## src/rtl/jk_mod_counter.sv

```systemverilog
// ---------------------------------------------------------------------------
// jk_mod_counter
//   Modulo-MODULO up/down counter whose state lives in a bank of JK cells,
//   one per bit. The block decides the next count (load / count / hold),
//   converts it into a J/K excitation per bit, and applies the JK
//   characteristic equation on every rising clock edge.
//
// Parameters
//   WIDTH    : counter width in bits (one JK cell per bit)
//   MODULO   : count modulus, 2 <= MODULO <= 2**WIDTH
//
// Ports
//   clk      in   rising-edge clock
//   rst      in   asynchronous active-low reset
//   en       in   count enable
//   up       in   1 = increment, 0 = decrement
//   load     in   parallel load request (wins over en)
//   din      in   parallel load value
//   q        out  present count (Q of the cells)
//   qn       out  complement of q (Qn of the cells)
//   j_vec    out  J drive presented to the cells this cycle
//   k_vec    out  K drive presented to the cells this cycle
//   tc       out  terminal count for cascading the next stage
//   wrap     out  one-cycle pulse after an enable-driven wrap-around
//   load_err out  sticky flag for an out-of-range load
// ---------------------------------------------------------------------------
module jk_mod_counter #(
  parameter int WIDTH  = 4,
  parameter int MODULO = 10
) (
  input  logic             clk,
  input  logic             rst,
  input  logic             en,
  input  logic             up,
  input  logic             load,
  input  logic [WIDTH-1:0] din,
  output logic [WIDTH-1:0] q,
  output logic [WIDTH-1:0] qn,
  output logic [WIDTH-1:0] j_vec,
  output logic [WIDTH-1:0] k_vec,
  output logic             tc,
  output logic             wrap,
  output logic             load_err
);

  // Reject an unusable modulus at elaboration time.
  generate
    if ((MODULO < 2) || (MODULO > (2 ** WIDTH))) begin : g_bad_modulo
      $error("jk_mod_counter: MODULO must satisfy 2 <= MODULO <= 2**WIDTH");
    end
  endgenerate

  // MODULO may equal 2**WIDTH, so the range compare needs one extra bit.
  localparam logic [WIDTH:0]   MOD_EXT = (WIDTH + 1)'(MODULO);
  localparam logic [WIDTH-1:0] Q_MAX   = WIDTH'(MODULO - 1);
  localparam logic [WIDTH-1:0] Q_ZERO  = {WIDTH{1'b0}};
  localparam logic [WIDTH-1:0] Q_ONE   = {{(WIDTH - 1){1'b0}}, 1'b1};

  logic [WIDTH-1:0] r_q;
  logic             r_wrap;
  logic             r_load_err;

  logic             w_din_ok;
  logic [WIDTH-1:0] w_next;
  logic [WIDTH-1:0] w_j;
  logic [WIDTH-1:0] w_k;
  logic             w_tc;

  assign w_din_ok = ({1'b0, din} < MOD_EXT);

  // Next-count selection in priority order: load, count up, count down, hold.
  always_comb begin
    w_next = r_q;
    if (load) begin
      if (w_din_ok) begin
        w_next = din;
      end else begin
        w_next = r_q;
      end
    end else if (en) begin
      if (up) begin
        // At 2**WIDTH the explicit wrap coincides with natural overflow.
        if (r_q == Q_MAX) begin
          w_next = Q_ZERO;
        end else begin
          w_next = r_q + Q_ONE;
        end
      end else begin
        if (r_q == Q_ZERO) begin
          w_next = Q_MAX;
        end else begin
          w_next = r_q - Q_ONE;
        end
      end
    end else begin
      w_next = r_q;
    end
  end

  // Excitation: set bits that must rise, clear bits that must fall, never
  // toggle. Forced to zero while reset is held so nothing leaks to the cells.
  always_comb begin
    w_j  = {WIDTH{1'b0}};
    w_k  = {WIDTH{1'b0}};
    w_tc = 1'b0;
    if (rst) begin
      w_j  = ~r_q & w_next;
      w_k  = r_q & ~w_next;
      w_tc = en & ~load & ((up & (r_q == Q_MAX)) | (~up & (r_q == Q_ZERO)));
    end else begin
      w_j  = {WIDTH{1'b0}};
      w_k  = {WIDTH{1'b0}};
      w_tc = 1'b0;
    end
  end

  // JK cell bank: Q+ = J&~Q | ~K&Q for every bit.
  always_ff @(posedge clk or negedge rst) begin
    if (!rst) begin
      r_q <= {WIDTH{1'b0}};
    end else begin
      r_q <= (w_j & ~r_q) | (~w_k & r_q);
    end
  end

  // Wrap pulse: tc already means "this edge wraps under en", load excluded.
  always_ff @(posedge clk or negedge rst) begin
    if (!rst) begin
      r_wrap <= 1'b0;
    end else begin
      r_wrap <= w_tc;
    end
  end

  // Sticky load error: only a load can set or clear it.
  always_ff @(posedge clk or negedge rst) begin
    if (!rst) begin
      r_load_err <= 1'b0;
    end else if (load) begin
      r_load_err <= ~w_din_ok;
    end else begin
      r_load_err <= r_load_err;
    end
  end

  assign q        = r_q;
  assign qn       = ~r_q;
  assign j_vec    = w_j;
  assign k_vec    = w_k;
  assign tc       = w_tc;
  assign wrap     = r_wrap;
  assign load_err = r_load_err;

endmodule

```

## config.mk

```make
export PLATFORM = sky130hd
export DESIGN_NAME = jk_mod_counter
export DESIGN_NICKNAME = d
export VERILOG_FILES = /design/src/rtl/jk_mod_counter.sv
export SDC_FILE = /design/constraint.sdc
export NUM_CORES = 1
export LEC_CHECK = 0
export ABC_AREA = 0
export CAP_MARGIN = 20
export CORE_MARGIN = 4
export CORE_UTILIZATION = 42
export DETAILED_ROUTE_END_ITERATION = 7
export HOLD_SLACK_MARGIN = 0.02
export PLACE_DENSITY = 0.78
export SYNTH_ARGS = -nofsm -noshare
export SYNTH_HDL_FRONTEND = slang
export SYNTH_SLANG_ARGS = --single-unit
export TNS_END_PERCENT = 10
```

## constraint.sdc

```tcl
create_clock -name clk -period 1.9 [get_ports clk]
set_clock_uncertainty 0.15 [all_clocks]
set_input_delay 0.19 -clock clk [delete_from_list [all_inputs] [get_ports clk]]
set_output_delay 0.19 -clock clk [all_outputs]
set_load 0.005 [all_outputs]
```

**After elaboration in Yosys (flattened, before gate mapping)**

Index checks and enable logic that the tools add are counted.

- Bits in registers: 6
- Input bits: 9
- Logic and storage cells: 33
- Output and inout bits: 19

- Add/sub/neg operators: 2
- Order comparisons: 1
- Bitwise gates (word level): 16
- Reductions and logical operators: 1
- Equal/unequal tests: 1
- Muxes and demuxes: 9

Operators with widths:

| cell | number |
|---|---|
| 4-bit 2-to-1 mux | 8 |
| 4-bit bitwise AND | 4 |
| 4-bit NOT | 3 |
| 4-bit by 1-bit adder with 4-bit output, second input constant | 1 |
| 1-bit bitwise AND | 4 |
| 4-bit == test, second input constant | 1 |
| 4-bit logical NOT | 1 |
| 4-bit less-than comparator, second input constant | 1 |
| 4-bit OR | 1 |
| 4-bit by 1-bit subtractor with 4-bit output, second input constant | 1 |
| 1-bit NOT | 3 |
| 1-bit 2-to-1 mux | 1 |
| 1-bit OR | 1 |

**Longest topological paths before layout**

Gate-level depths: netlist (run 1).

- Depth after elaboration: 11
- Mapped depth: 5
- Gate-level depth less buffers: 4

**Worst setup path before layout (run 1)**

Ideal clock, no wire load.

- Path type: register -> output
- Start point: register (tool-made name)
- End point: output port j_vec[2]
- Required time: 1,560 ps
- Setup slack: 310 ps
- Path buffers: 1
- Data arrival time: 1,250 ps
- Cell stages (with the launch flop): 5
- Cells stage by stage: dfrtp_1 -> buf_4 -> nor4_2 -> a32oi_2 -> a221oi_2

RTL lines:

| what | RTL line | text |
|---|---|---|
| end: declaration | 39 | `output logic [WIDTH-1:0] j_vec,` |

==> results of run 1 <==
## through the flow
| step | TNS, ns | utilization (%) | total power [uW] |
|---|---|---|---|
| after global placement | -3.19 | 79.2 | 699 |
| final | -0.903 | 91.3 | 1020 |
| after detailed placement | -3.53 | 79.2 | 713 |
| after floorplan | 0 | - | 419 |
| after CTS | -0.682 | 88.8 | 932 |
| after global routing | -1.73 | 91.3 | 1080 |
## power groups by stage
| stage | clock network [uW] | registers (uW) | logic, uW |
|---|---|---|---|
| floorplan | 0 | 172 | 247 |
| global placement | 0 | 183 | 516 |
| detailed placement | 0 | 184 | 529 |
| CTS | 119 | 190 | 622 |
| global route | 134 | 198 | 744 |
| finish | 124 | 195 | 699 |
## final timing paths
kind,start,slack (ns),endpoint,cells after the start
setup / recovery,flip-flop,-0.21,j_vec[2],5
hold / removal,rst,0.17,wrap$_DFF_PN0_,2
setup reg to reg,flip-flop,0.10,flip-flop,8
hold reg to reg,load_err$_DFFE_PN0P_,0.37,load_err$_DFFE_PN0P_,2
max in group asynchronous,rst,1.30,asynchronous set/reset pin,2
min in group clk,en,0.34,flip-flop,4
## critical path, delay by kind of cell (launching register included)
| family | cells | cell delay (ns) |
|---|---|---|
| compound gates | 2 | 0.39 |
| flops | 1 | 0.46 |
| buf+inv | 2 | 0.33 |
| simple gates | 1 | 0.35 |
## Yosys cell counts, types with 2 or more instances
master / count
a211oi_1: 4
a21o_1: 2
a21oi_1: 9
a31oi_1: 4
buf_4: 3
buf_6: 2
clkbuf_1: 2
dfrtp_1: 6
inv_1: 6
nand2_1: 10
nand2b_1: 3
nand3_1: 3
nand4b_1: 2
nor2_1: 7
nor3_1: 3
nor3b_1: 4
o21ai_0: 7
xnor2_1: 2
## timing repair
action                     in CTS  in global routing
gates resized for setup        51                 12
buffers inserted                7                  0
pin swaps                      11                  2
setup endpoints to repair       9                 11
hold buffers                    0                  0
## area by class of cell
cell class	count	share of cell area [%]
clock buffers	3	1.58
multi-input cells	77	40.6
flip-flops and latches	6	10.9
well taps	16	1.41
repair buffers	73	43.7
inverters	7	1.85
## cell families (layout without fill, tap and decap cells)
kind of cell	Yosys count	after routing	synth area share [%]
XOR/XNOR	2	2	2.47
buffers and inverters	15	83	11.8
AND/OR/NAND/NOR	38	38	28.8
flip-flops	6	6	21.2
AO/OA/AOI/OAI	37	37	35.8
## metal layers
metal | wire length [microns] | up-vias
met5 | 0 | -
met4 | 195 | 0
met3 | 377 | 20
met2 | 1810 | 96
met1 | 1400 | 545
li1 | - | 496
==> results.yml, run 1 <==
place:
  place_area_sq_mm: 0.00123
  place_congestion: 0.878
  dp_slack_ns: -0.450
  dp_hpwl_microns: 2030
  portBuffers: 27
  post-place-cells: 172
pwr:
  p_leak_uw: 0.000658
  switchingPower_uw: 415
  pwr_density_cell_mw_per_mm2: 715
  combPwrFrac_pct: 68.7
  p_clk_share_pct: 12.2
  seq_power_share_pct: 19.2
  swShare_pct: 40.8
  irDropWorstVdd_v: 0.000420
  internal_power_uw: 603
sta:
  worst_pin_slew_ns: 0.366
  finalCriticalPeriod_ns: 2.11
  post-route-period-util_pct: 111
  final_hold_viol_count: 0
  setup_ws_ns: -0.215
  hold_ws_ns: 0.171
  max_freq_ghz: 0.473
  slew_viol_final: 0
  finalSetupViolations: 9
  slew_headroom_pct: 75.3
  grt_setup_unrepaired: "yes"
run:
  cap_violations: 0
logic_synthesis:
  synth_nets: 107
  synthArstFlopShare_pct: 100
  synth.area.top_cells: "dfrtp_1 (21%), a21oi_1 (6.3%), nand2_1 (5.3%), o21ai_0 (4.9%), a211oi_1 (4.2%)"
  syn-cell-area_sq_um: 709
  synth-edff-count: 0
  ys_seq_area_share_pct: 21.2
  synth_cell_types: 37
  syn_inst: 98
  synth_top_area_share_pct: 21.2
  synthFlopType: "dfrtp_1"
  yosys_register_bits: 6
  yosys.area.top_type: "dfrtp_1"
  yosys_warnings: 0
  synth_area_per_cell_sq_um: 7.24
final_layout:
  fillers: 70
  final_nets: 177
  instances_no_fill: 182
  drive_gt1_share_pct: 47.6
  mostFrequentLayoutCell: "buf_4"
  post-route-cell-area_sq_mm: 0.00142
  area_growth_pct: 101
  diodes: 0
  most-common-layout-cells: "buf_4 (38), clkdlybuf4s50_1 (13), nand2_1 (10), buf_6 (8)"
  seqCellArea_sq_um: 155
  multi_input_area_sq_um: 578
routing:
  wirelength_microns: 3780
  ant_nets: 0
  drcViolationCount: 0
  drtPass1Iterations: 4
  vias: 1157
  drtIter0Drc: 41
  via_per_inst: 6.36
  wl_per_cell_microns: 20.8
global_routing:
  gr-usage-met1_pct: 33.5
  track_usage_pct: 29.7
  grt_pass1_wl_microns: 5640
  grt-ovfl-total: 0
  grt_use_met2_pct: 53.1
  grt_max_degree: 16
  busiest_layer: "met2"
  grt_pass1_vias: 1222
  antenna_found_initial: 0
  grt_use_met3_pct: 4.89
cts:
  clk_latency_ns: 0.25
  htree_levels: 1
  clock_sinks: 6
  cts_tree: "built"
  clockBufferDepth: 2
  path_clk_slew_ns: 0.05
  numCtsBuffers: 3
  root_buffer: "clkbuf_4"
floorplan:
  dieWidth_microns: 49.1
  die_area_sq_mm: 0.00241
  std_cell_rows: 14
  start_util_pct: 45.5
  coreArea_sq_mm: 0.00156
  ioPinCount: 28
  die_h_microns: 49.1
run_status:
  violations: "setup timing"
  outcome: "complete, but fails checks"
setup_path:
  worst_ep_arrival_time_ns: 1.77
  worst-setup-path-type: "flip-flop to output pin"
  start_kind: "flip-flop"
  crit_path_max_incr_delay_ns: 0.46
  cp.required_ns: 1.56
  cp-end-kind: "output pin"
  crit_chain: "nor4_4 -> a32oi_2 -> buf_4 -> a221oi_2 -> buf_2"
  crit_fanout: 5
  cp_slowest_cell: "dfrtp_2"
hold_path:
  holdCritPathClass: "input port to asynchronous set/reset pin"
Note: power is estimated with default switching activity, not from simulation.
==> run 2, diff against run 1 <==
Settings changed: ABC_AREA 0 to 1, CORE_UTILIZATION 42 to 38, GPL_TIMING_DRIVEN set to 0, PLACE_DENSITY 0.78 to 0.76.
==> run 2 against run 1 <==
Effect of this change:
- the flow still finishes with violations (setup timing)
- total power shrank 36%
- count of clock-buffer cells in the layout unchanged
- via count fell by 30%
- cell count shrank 17%
- utilization fell by 17 points
- hold slack improved by 0.068 ns
- die area fell by 10%
- setup slack worse by 0.0049 ns
- final area down 30%
- sequential share of layout area grew 4.4 points
- first-iteration DRC count shrank 61%
- combinational power down 47%
==> results.yml, run 2 <==
run_status:
  outcome: "complete, but fails checks"
  violations: "setup timing"
setup_path:
  worst_ep_arrival_time_ns: 1.78
  cp_slowest_cell: "dfrtp_1"
  path_common_cell: "nand2_1"
  cp_top_family: "simple AND/OR/NAND/NOR gates"
  start_kind: "flip-flop"
  critPathBufInv: 3
  cp-end-kind: "output pin"
  crit_chain: "buf_6 -> buf_4 -> nand2_1 -> nor2_1 -> nor2_2 -> nand2_1 -> nand3_1 -> nand2_1 -> nand2_2 -> nand2_2 -> nor2_2 -> clkbuf_2"
  ff2ff_path_depth: 12
  crit_cells: 12
  cp.required_ns: 1.56
  worst-setup-path-type: "flip-flop to output pin"
  crit_fanout: 7
  r2r_slack_ns: 0.17
  crit_path_max_incr_delay_ns: 0.38
floorplan:
  dieWidth_microns: 46.5
  die_h_microns: 46.5
  std_cell_rows: 13
  ioPinCount: 28
  die_area_sq_mm: 0.00216
  start_util_pct: 41.7
  coreArea_sq_mm: 0.00135
place:
  portBuffers: 26
  dp_hpwl_microns: 1360
  post-place-cells: 133
  dp_slack_ns: -0.607
  place_congestion: 0.890
sta:
  final_hold_viol_count: 0
  grt_setup_unrepaired: "yes"
  post-route-period-util_pct: 112
  setup_tns_ns: -0.793
  slew_headroom_pct: 79.2
  max_freq_ghz: 0.472
  setup_ws_ns: -0.219
  slew_viol_final: 0
  finalSetupViolations: 6
  finalCriticalPeriod_ns: 2.12
  worst_pin_slew_ns: 0.311
global_routing:
  antenna_found_initial: 0
  grt-ovfl-total: 0
  track_usage_pct: 21.7
  grt_pass1_wl_microns: 3290
  grt_pass1_vias: 769
  grt_max_degree: 11
cts:
  path_clk_slew_ns: 0.04
  clock_sinks: 6
  cts_tree: "built"
  numCtsBuffers: 3
  clk_latency_ns: 0.25
  root_buffer: "clkbuf_4"
  clockBufferDepth: 2
  htree_levels: 1
routing:
  vias: 805
  wirelength_microns: 2100
  ant_nets: 0
  via_per_inst: 5.33
  drtIter0Drc: 16
  drtPass1Iterations: 4
  wl_per_cell_microns: 13.9
  drcViolationCount: 0
final_layout:
  fillers: 116
  area_growth_pct: 77.6
  mostFrequentLayoutCell: "nand2_1"
  diodes: 0
  instances_no_fill: 151
  drive_gt1_share_pct: 36.8
  final_nets: 147
  most-common-layout-cells: "nand2_1 (24), buf_4 (16), clkdlybuf4s50_1 (16), nand3_1 (8)"
pwr:
  p_total_uw: 651
  irDropWorstVdd_v: 0.000435
  switchingPower_uw: 247
  seq_power_share_pct: 24.8
  p_clk_share_pct: 18.3
  p_leak_uw: 0.000512
  swShare_pct: 37.9
  combPwrFrac_pct: 56.9
  internal_power_uw: 405
  pwr_density_cell_mw_per_mm2: 652
logic_synthesis:
  yosys_warnings: 0
  synth_nets: 101
  ys_seq_area_share_pct: 26.7
  syn-cell-area_sq_um: 563
  yosys.area.top_type: "dfrtp_1"
  synth_top_area_share_pct: 26.7
  synth_common_cells: "nand2_1 (28), nand3_1 (8), nor2_1 (7)"
  synth.area.top_cells: "dfrtp_1 (27%), nand2_1 (19%), nand3_1 (7.1%), o21ai_1 (5.3%), nor2_1 (4.7%)"
  synth_area_per_cell_sq_um: 6.12
  synth_most_common_cell: "nand2_1"
  yosys_register_bits: 6
  synth_cell_types: 22
  synthFlopType: "dfrtp_1"
  synthArstFlopShare_pct: 100
  synth-edff-count: 0
  syn_inst: 92
hold_path:
  min_to: "load_err$_DFFE_PN0P_"
  whs_path_depth: 3
  holdCritPathClass: "input port to flip-flop"
  min-delay-start: "load"
run:
  cap_violations: 0
## run 2: cells by family after synthesis
kind of cell,synth area share (%)
compound gates,17.1
buf+inv,11.6
flops,26.7
simple gates,44.7
## run 2: layout make-up
| class | count | area, sq um | share of cell area [%] |
|---|---|---|---|
| Buffer | 4 | 30.0 | 3.00 |
| Clock buffer | 3 | 22.5 | 2.25 |
| Inverter | 10 | 45.0 | 4.51 |
| Multi-Input combinational cell | 72 | 383 | 38.3 |
| Sequential cell | 6 | 153 | 15.3 |
| Tap cell | 15 | 18.8 | 1.88 |
| Timing Repair Buffer | 41 | 348 | 34.8 |
## run 2: worst max path at each step
stage | slack, ns | endpoint | from
after global placement | -0.58 | tc | rst
after global routing | -0.39 | j_vec[3] | flip-flop
after CTS | -0.26 | j_vec[0] | flip-flop
final | -0.22 | j_vec[3] | flip-flop
after floorplan | 0.36 | j_vec[3] | flip-flop
after detailed placement | -0.61 | tc | rst
## run 2: power by group through the flow
stage / clock (uW) / sequential, uW / combinational (uW)
floorplan: 0 / 162 / 153
finish: 119 / 162 / 370
CTS: 125 / 161 / 335
global route: 136 / 165 / 408
detailed placement: 0 / 162 / 289
global placement: 0 / 162 / 283
## run 2: worst reg2reg max path, stage by stage (launching register included)
cell     delay, ns
dfrtp_1       0.38
buf_6         0.15
buf_4         0.14
nand2_1       0.06
nor2_1        0.06
nor2_2        0.17
nand2_1       0.12
nand3_1       0.08
nand2_1       0.07
nand2_2       0.08
nand2_2       0.06
buf_4         0.13
nand2_1       0.04
## run 2: metrics by stage
stage                     instance area [sq um]  util, %  hold slack [ns]
after floorplan                             563        -           -0.256
after global placement                      842     62.4            0.321
after detailed placement                    842     62.4            0.326
after CTS                                   951     70.4            0.223
after global routing                       1000     74.1            0.308
final                                      1000     74.1            0.239
## run 2: what timing repair did
item | in CTS | in global routing
buffers inserted | 9 | 5
hold endpoints to repair | 6 | 0
pin swaps | 3 | 4
gates resized for setup | 33 | 8
hold buffers | 1 | 0
endpoints found under the setup margin | 9 | 9
## run 2: routing by layer
| metal | part of all wire, % | global-route usage (%) | up-vias |
|---|---|---|---|
| met4 | 1.1 | 5.11 | 0 |
| li1 | - | - | 396 |
| met2 | 54 | 39.6 | 39 |
| met1 | 38 | 23.2 | 368 |
| met3 | 6.3 | 8.20 | 2 |
| met5 | 0 | 0 | - |
